==> src/rtl/rf_sb_if.sv <==
`default_nettype none
// ============================================================================
//  Module      : rf_sb_if
//  Description : Bus bundle for the rf_sb register file / scoreboard.
//                Groups the read ports, reservation port, write-back port
//                and scoreboard vector.
//                master : issuing/control side (drives requests, sees results)
//                slave  : rf_sb itself
//  Ports       : rs_en/rs_addr -> rs_val/rs_hazard (per read port),
//                rsv_en/rsv_addr, wb_en/wb_addr/wb_sel + result sources,
//                busy (scoreboard vector)
//  Revision    : 1.0  initial release
// ============================================================================
interface rf_sb_if #(
    parameter int XLEN  = 32,
    parameter int NREGS = 32,
    parameter int NREAD = 2
);
    localparam int AW = $clog2(NREGS);

    logic [NREAD-1:0]      rs_en;
    logic [NREAD*AW-1:0]   rs_addr;
    logic [NREAD*XLEN-1:0] rs_val;
    logic [NREAD-1:0]      rs_hazard;
    logic                  rsv_en;
    logic [AW-1:0]         rsv_addr;
    logic                  wb_en;
    logic [AW-1:0]         wb_addr;
    logic [1:0]            wb_sel;
    logic [XLEN-1:0]       alu_result;
    logic [XLEN-1:0]       load_result;
    logic [XLEN-1:0]       csr_val;
    logic [NREGS-1:0]      busy;

    modport master (
        output rs_en, rs_addr, rsv_en, rsv_addr, wb_en, wb_addr, wb_sel,
               alu_result, load_result, csr_val,
        input  rs_val, rs_hazard, busy
    );

    modport slave (
        input  rs_en, rs_addr, rsv_en, rsv_addr, wb_en, wb_addr, wb_sel,
               alu_result, load_result, csr_val,
        output rs_val, rs_hazard, busy
    );
endinterface
`default_nettype wire

==> src/rtl/rf_sb.sv <==
`default_nettype none
// ============================================================================
//  Module      : rf_sb
//  Description : Parametrised integer register file with write-back source
//                mux, same-cycle write-to-read bypass and a per-register
//                pending (busy) scoreboard for RAW hazard detection.
//  Ports       : clk    - core clock, all state on rising edge
//                rst_n  - synchronous active-low reset
//                bus    - rf_sb_if.slave (read ports, reservation,
//                         write-back, busy vector)
//  Revision    : 1.0  initial release
// ============================================================================
module rf_sb #(
    parameter int XLEN  = 32,
    parameter int NREGS = 32,
    parameter int NREAD = 2
) (
    input  wire logic clk,
    input  wire logic rst_n,
    rf_sb_if.slave    bus
);
    localparam int AW = $clog2(NREGS);

    logic [XLEN-1:0]       r_regs [NREGS];
    logic [NREGS-1:0]      r_busy;
    logic [NREAD*XLEN-1:0] r_rs_val;
    logic [NREAD-1:0]      r_rs_hazard;

    logic [XLEN-1:0]       w_wb_data;
    logic                  w_wb_we;
    logic [XLEN-1:0]       w_rd_data [NREAD];
    logic [NREAD-1:0]      w_rd_haz;

    // Write-back source mux; 11 aliases to the ALU result.
    always_comb begin
        w_wb_data = bus.alu_result;
        case (bus.wb_sel)
            2'b01:   w_wb_data = bus.load_result;
            2'b10:   w_wb_data = bus.csr_val;
            default: w_wb_data = bus.alu_result;
        endcase
    end

    // Writes to x0 are dropped here, so x0 never leaves its reset value.
    assign w_wb_we = bus.wb_en && (bus.wb_addr != '0);

    // Per-port read path: bypass from the write-back mux, x0 forced to zero.
    for (genvar p = 0; p < NREAD; p++) begin : g_port
        logic [AW-1:0] w_addr;
        logic          w_hit;

        assign w_addr = bus.rs_addr[p*AW +: AW];
        assign w_hit  = w_wb_we && (bus.wb_addr == w_addr);

        assign w_rd_data[p] = w_hit            ? w_wb_data :
                              (w_addr == '0)   ? '0        :
                                                 r_regs[w_addr];

        // A same-cycle write-back clears the hazard; a same-cycle reservation
        // does not raise one because r_busy only reflects past edges.
        assign w_rd_haz[p] = bus.rs_en[p] && r_busy[w_addr] &&
                             !(bus.wb_en && (bus.wb_addr == w_addr));
    end

    // Register storage.
    always_ff @(posedge clk) begin
        if (!rst_n) begin
            for (int i = 0; i < NREGS; i++) begin
                r_regs[i] <= '0;
            end
        end else if (w_wb_we) begin
            r_regs[bus.wb_addr] <= w_wb_data;
        end
    end

    // Scoreboard. Reservation outranks write-back to the same register: the
    // newer instruction owns the destination. Bit 0 is never set.
    always_ff @(posedge clk) begin
        if (!rst_n) begin
            r_busy <= '0;
        end else begin
            for (int i = 1; i < NREGS; i++) begin
                if (bus.rsv_en && (bus.rsv_addr == AW'(i))) begin
                    r_busy[i] <= 1'b1;
                end else if (bus.wb_en && (bus.wb_addr == AW'(i))) begin
                    r_busy[i] <= 1'b0;
                end
            end
        end
    end

    // Registered read outputs; a disabled port drives zero.
    always_ff @(posedge clk) begin
        if (!rst_n) begin
            r_rs_val    <= '0;
            r_rs_hazard <= '0;
        end else begin
            for (int p = 0; p < NREAD; p++) begin
                r_rs_val[p*XLEN +: XLEN] <= bus.rs_en[p] ? w_rd_data[p] : '0;
            end
            r_rs_hazard <= w_rd_haz;
        end
    end

    assign bus.rs_val    = r_rs_val;
    assign bus.rs_hazard = r_rs_hazard;
    assign bus.busy      = r_busy;
endmodule
`default_nettype wire

==> src/flat_wrapper.sv <==
// flat-port wrapper written by rule: the top's interface ports become plain ports
module rf_sb_flat 
#(
    parameter int XLEN  = 32,
    parameter int NREGS = 32,
    parameter int NREAD = 2
)
  (clk, rst_n, bus_rs_en, bus_rs_addr, bus_rsv_en, bus_rsv_addr, bus_wb_en, bus_wb_addr, bus_wb_sel, bus_alu_result, bus_load_result, bus_csr_val, bus_rs_val, bus_rs_hazard, bus_busy);
  rf_sb_if #(.XLEN(XLEN), .NREGS(NREGS), .NREAD(NREAD)) bus_i ();
  input  wire logic clk;
  input  wire logic rst_n;
  input wire logic [$bits(bus_i.rs_en)-1:0] bus_rs_en;
  input wire logic [$bits(bus_i.rs_addr)-1:0] bus_rs_addr;
  input wire logic [$bits(bus_i.rsv_en)-1:0] bus_rsv_en;
  input wire logic [$bits(bus_i.rsv_addr)-1:0] bus_rsv_addr;
  input wire logic [$bits(bus_i.wb_en)-1:0] bus_wb_en;
  input wire logic [$bits(bus_i.wb_addr)-1:0] bus_wb_addr;
  input wire logic [$bits(bus_i.wb_sel)-1:0] bus_wb_sel;
  input wire logic [$bits(bus_i.alu_result)-1:0] bus_alu_result;
  input wire logic [$bits(bus_i.load_result)-1:0] bus_load_result;
  input wire logic [$bits(bus_i.csr_val)-1:0] bus_csr_val;
  output wire logic [$bits(bus_i.rs_val)-1:0] bus_rs_val;
  output wire logic [$bits(bus_i.rs_hazard)-1:0] bus_rs_hazard;
  output wire logic [$bits(bus_i.busy)-1:0] bus_busy;
  assign bus_i.rs_en = bus_rs_en;
  assign bus_i.rs_addr = bus_rs_addr;
  assign bus_i.rsv_en = bus_rsv_en;
  assign bus_i.rsv_addr = bus_rsv_addr;
  assign bus_i.wb_en = bus_wb_en;
  assign bus_i.wb_addr = bus_wb_addr;
  assign bus_i.wb_sel = bus_wb_sel;
  assign bus_i.alu_result = bus_alu_result;
  assign bus_i.load_result = bus_load_result;
  assign bus_i.csr_val = bus_csr_val;
  assign bus_rs_val = bus_i.rs_val;
  assign bus_rs_hazard = bus_i.rs_hazard;
  assign bus_busy = bus_i.busy;
  rf_sb #(.XLEN(XLEN), .NREGS(NREGS), .NREAD(NREAD)) u_core (.clk(clk), .rst_n(rst_n), .bus(bus_i));
endmodule
==> config.mk <==
export PLATFORM = sky130hd
export DESIGN_NAME = rf_sb_flat
export DESIGN_NICKNAME = d
export VERILOG_FILES = /design/src/rtl/rf_sb_if.sv /design/src/rtl/rf_sb.sv /design/src/flat_wrapper.sv
export SDC_FILE = /design/constraint.sdc
export NUM_CORES = 2
export LEC_CHECK = 0
export CAP_MARGIN = 20
export CORE_MARGIN = 3
export CORE_UTILIZATION = 55
export CTS_BUF_LIST = sky130_fd_sc_hd__clkbuf_8
export CTS_CLUSTER_SIZE = 24
export DETAILED_ROUTE_END_ITERATION = 7
export HOLD_SLACK_MARGIN = 0.06
export PLACE_DENSITY = 0.73
export SKIP_CTS_REPAIR_TIMING = 1
export SYNTH_ARGS = -nofsm -noshare
export SYNTH_HDL_FRONTEND = slang
export SYNTH_SLANG_ARGS = --single-unit
==> constraint.sdc <==
create_clock -name clk -period 4.6 [get_ports clk]
set_clock_uncertainty 0.05 [all_clocks]
set_input_delay 0.46 -clock clk [delete_from_list [all_inputs] [get_ports clk]]
set_output_delay 0.46 -clock clk [all_outputs]
set_load 0.02 [all_outputs]
==> results.py <==
metrics = {
    "status": {
        "status": "finished, final reports clean",
    },
    "grt": {
        "grt_start_max_net_pins": 84,
        "antenna_found_initial": 27,
        "grt_first_pass_wirelength_um": 312000,
        "grt_overflow_total": 0,
        "grt_usage_pct": 41.5,
        "first_global_vias": 41900,
    },
    "logic_synthesis": {
        "synth.yosys.warnings": 0,
        "syn_area_um2": 56900,
        "syn_avg_cell_area_um2": 13.0,
        "synth_top_flop_cell": "sky130_fd_sc_hd__edfxtp_1",
        "ys_async_sr_fraction_pct": 0,
        "netlist_instances": 4384,
        "synth.top_cells.by_area": "sky130_fd_sc_hd__edfxtp_1, sky130_fd_sc_hd__mux4_2, sky130_fd_sc_hd__mux2i_1",
        "synth_enable_flop_cells": 1024,
        "synth.ff_latch_count": 1121,
        "synthDistinctLibCells": 60,
        "synth_top_cells_by_count": "sky130_fd_sc_hd__nor2_1, sky130_fd_sc_hd__edfxtp_1, sky130_fd_sc_hd__mux2i_1",
        "synth_seq_area_share_pct": 57.4,
        "yosys.cell_count.top_type": "sky130_fd_sc_hd__nor2_1",
        "synth_top_cell_area_share_pct": 54.0,
        "netlist.top_cell.by_area": "sky130_fd_sc_hd__edfxtp_1",
    },
    "route": {
        "route.vias.total": 44200,
        "route.detailed.wl_per_inst_um": 36.9,
        "detail_route.wirelength_um": 226000,
        "viasPerCell": 7.22,
        "length_of_the_first_detailed_routing_pass_in_iterations": 6,
        "antenna_violating_nets_left": 0,
        "remaining_drc_errors": 0,
        "initial_drt_markers": 8192,
    },
    "clock_network": {
        "cts-htree-levels": 4,
        "tritoncts_clock_tree": "built",
        "clock-sinks": 1121,
        "maximum_count_of_clock_buffers_along_a_single_path": 3,
        "clk_root_buffer_cell": "sky130_fd_sc_hd__clkbuf_8",
        "clock_latency_ps": 900,
        "clock_pin_slew_on_the_worst_setup_and_hold_paths_ps": 60,
        "cts_made_buffers": 181,
    },
    "pwr": {
        "power.leakage_nw": 22.8,
        "irDropWorstVdd_v": 0.000264,
        "p_per_area_nw_per_um2": 367,
    },
    "layout": {
        "drive_above_1_share_pct": 19.1,
        "fin_nets": 4721,
        "flow.area_growth_from_synthesis_pct": 13.9,
        "final_util_pct": 63.5,
    },
    "timing": {
        "setup_tns_ps": 0,
        "final_period_util_pct": 65.0,
        "finalHoldViolCount": 0,
        "unrepaired_setup_endpoints_after_global_routing": "no",
        "fin_crit_ps": 2990,
        "slew_violations": 0,
        "max_clock_freq_ghz": 0.334,
        "worst_pin_slew_ps": 1200,
        "slew_headroom_pct": 20.0,
        "fin_worst_hold_slack_ps": 120,
        "finalSetupViolCount": 0,
    },
    "floorplanning": {
        "initial_core_util_pct": 55.7,
        "number_of_standard_cell_rows_in_the_floorplan": 117,
        "fp.dieArea_um2": 107000,
        "floorplan.io_pins": 222,
        "floorplan.core_area_um2": 102000,
        "fp.dieH_um": 328,
        "die-width_um": 328,
    },
    "place": {
        "numPortBuffers": 220,
        "dp_hpwl_um": 142000,
        "place_congestion": 1.00,
    },
    "critical_path": {
        "startpoint_type": "input port",
        "critPathKind": "in2reg",
        "endpoint_kind": "flop",
        "startpoint": "bus_wb_addr[1]",
        "critical_path_required_ps": 5120,
        "reg2regPathDepth": 5,
        "arrival_ps": 3510,
        "reg2reg_from": "u_core.r_regs[7][21]",
        "crit_path_max_fanout": 26,
    },
    "min_path": {
        "timing.hold.worst.class": "in2reg",
        "min_from": "bus_rs_addr[9]",
        "hold_depth": 2,
    },
    "job": {
        "timing.max_cap.violations": 0,
    },
}
-- final cells by class --
type	count	area [µm²]
antenna	12	30.0
clock buffer	193	2660
clock inverter	141	683
fill	7668	37300
inverter	13	48.8
multi-input combinational	2829	22700
sequential	1121	32700
tap	1368	1710
timing repair buffer	449	4330
-- registers in the layout, summed over array words and instances (netlist names) --
signal and count:
u_core.bus.busy 31, u_core.bus.rs_hazard 2, u_core.bus.rs_val 64, u_core.r_regs 1024
-- placed cells by master (no fill, tap or decap), types with 69 or more instances in the layout --
cell type	Yosys	final
sky130_fd_sc_hd__nor2_1	1101	1097
sky130_fd_sc_hd__edfxtp_1	1024	1024
sky130_fd_sc_hd__mux2i_1	426	426
sky130_fd_sc_hd__mux4_2	327	327
sky130_fd_sc_hd__clkdlybuf4s50_1	0	209
sky130_fd_sc_hd__buf_4	36	198
sky130_fd_sc_hd__clkbuf_8	0	193
sky130_fd_sc_hd__a22oi_1	167	167
sky130_fd_sc_hd__inv_1	12	107
sky130_fd_sc_hd__nand2_1	134	106
sky130_fd_sc_hd__dfxtp_1	97	97
sky130_fd_sc_hd__a21oi_1	101	69
-- cell families (layout without fill, tap and decap cells) --
family / count (synthesis) / after routing / share of synthesized area, %
AND/OR/NAND/NOR: 1402 / 1402 / 9.92
flip-flops: 1121 / 1121 / 57.4
multiplexers: 790 / 790 / 21.3
AO/OA/AOI/OAI: 594 / 594 / 7.26
buffers and inverters: 466 / 796 / 3.88
XOR/XNOR: 8 / 8 / 0.123
adder cells (fa/ha/maj): 2 / 2 / 0.0440
other: 1 / 45 / 0.00659
-- routing by layer --
metal | global-route usage (%) | share of wire (%) | wire length (µm) | vias up
met5 | 0 | 0.077 | 174 | -
met3 | 19.5 | 18 | 41600 | 1029
met2 | 58.1 | 42 | 93800 | 4627
met4 | 27.9 | 8.0 | 18100 | 20
met1 | 51.4 | 32 | 72200 | 21500
li1 | - | - | - | 17000
-- worst max-delay path, cell delays in order --
cell	delay, ps
sky130_fd_sc_hd__clkdlybuf4s50_1	780
sky130_fd_sc_hd__nand2b_1	500
sky130_fd_sc_hd__nor3_1	460
sky130_fd_sc_hd__nand2_1	160
sky130_fd_sc_hd__nand2_2	770
sky130_fd_sc_hd__buf_4	320
-- report_power, final --
| group | switching (mW) | internal (mW) | leakage (nW) | total, mW |
|---|---|---|---|---|
| clock network | 4.15 | 4.00 | 2.06 | 8.15 |
| logic | 2.29 | 1.31 | 10.2 | 3.60 |
| registers | 0.357 | 11.7 | 10.6 | 12.0 |
| total | 6.80 | 17.0 | 22.8 | 23.8 |
-- worst paths after layout --
check	slack [ps]	to
worst max-delay path	1610	u_core.r_regs[17][5]
worst min-delay path	120	u_core.bus.rs_hazard[1]
worst max register to register	2020	u_core.bus.rs_val[53]
worst min register to register	560	u_core.bus.busy[22]
-- metrics by stage --
stage	instances	instance area [µm²]	total power [mW]	setup slack, ps
2_1_floorplan	4416	57000	14.1	458
3_3_place_gp	5779	61500	15.6	899
3_5_place_dp	5779	61500	15.7	878
4_1_cts	6113	64800	23.6	1770
5_1_grt	6117	64800	24.3	1630
6_report	6126	64900	23.8	1610
No activity file was read; power rests on OpenSTA's default activity.
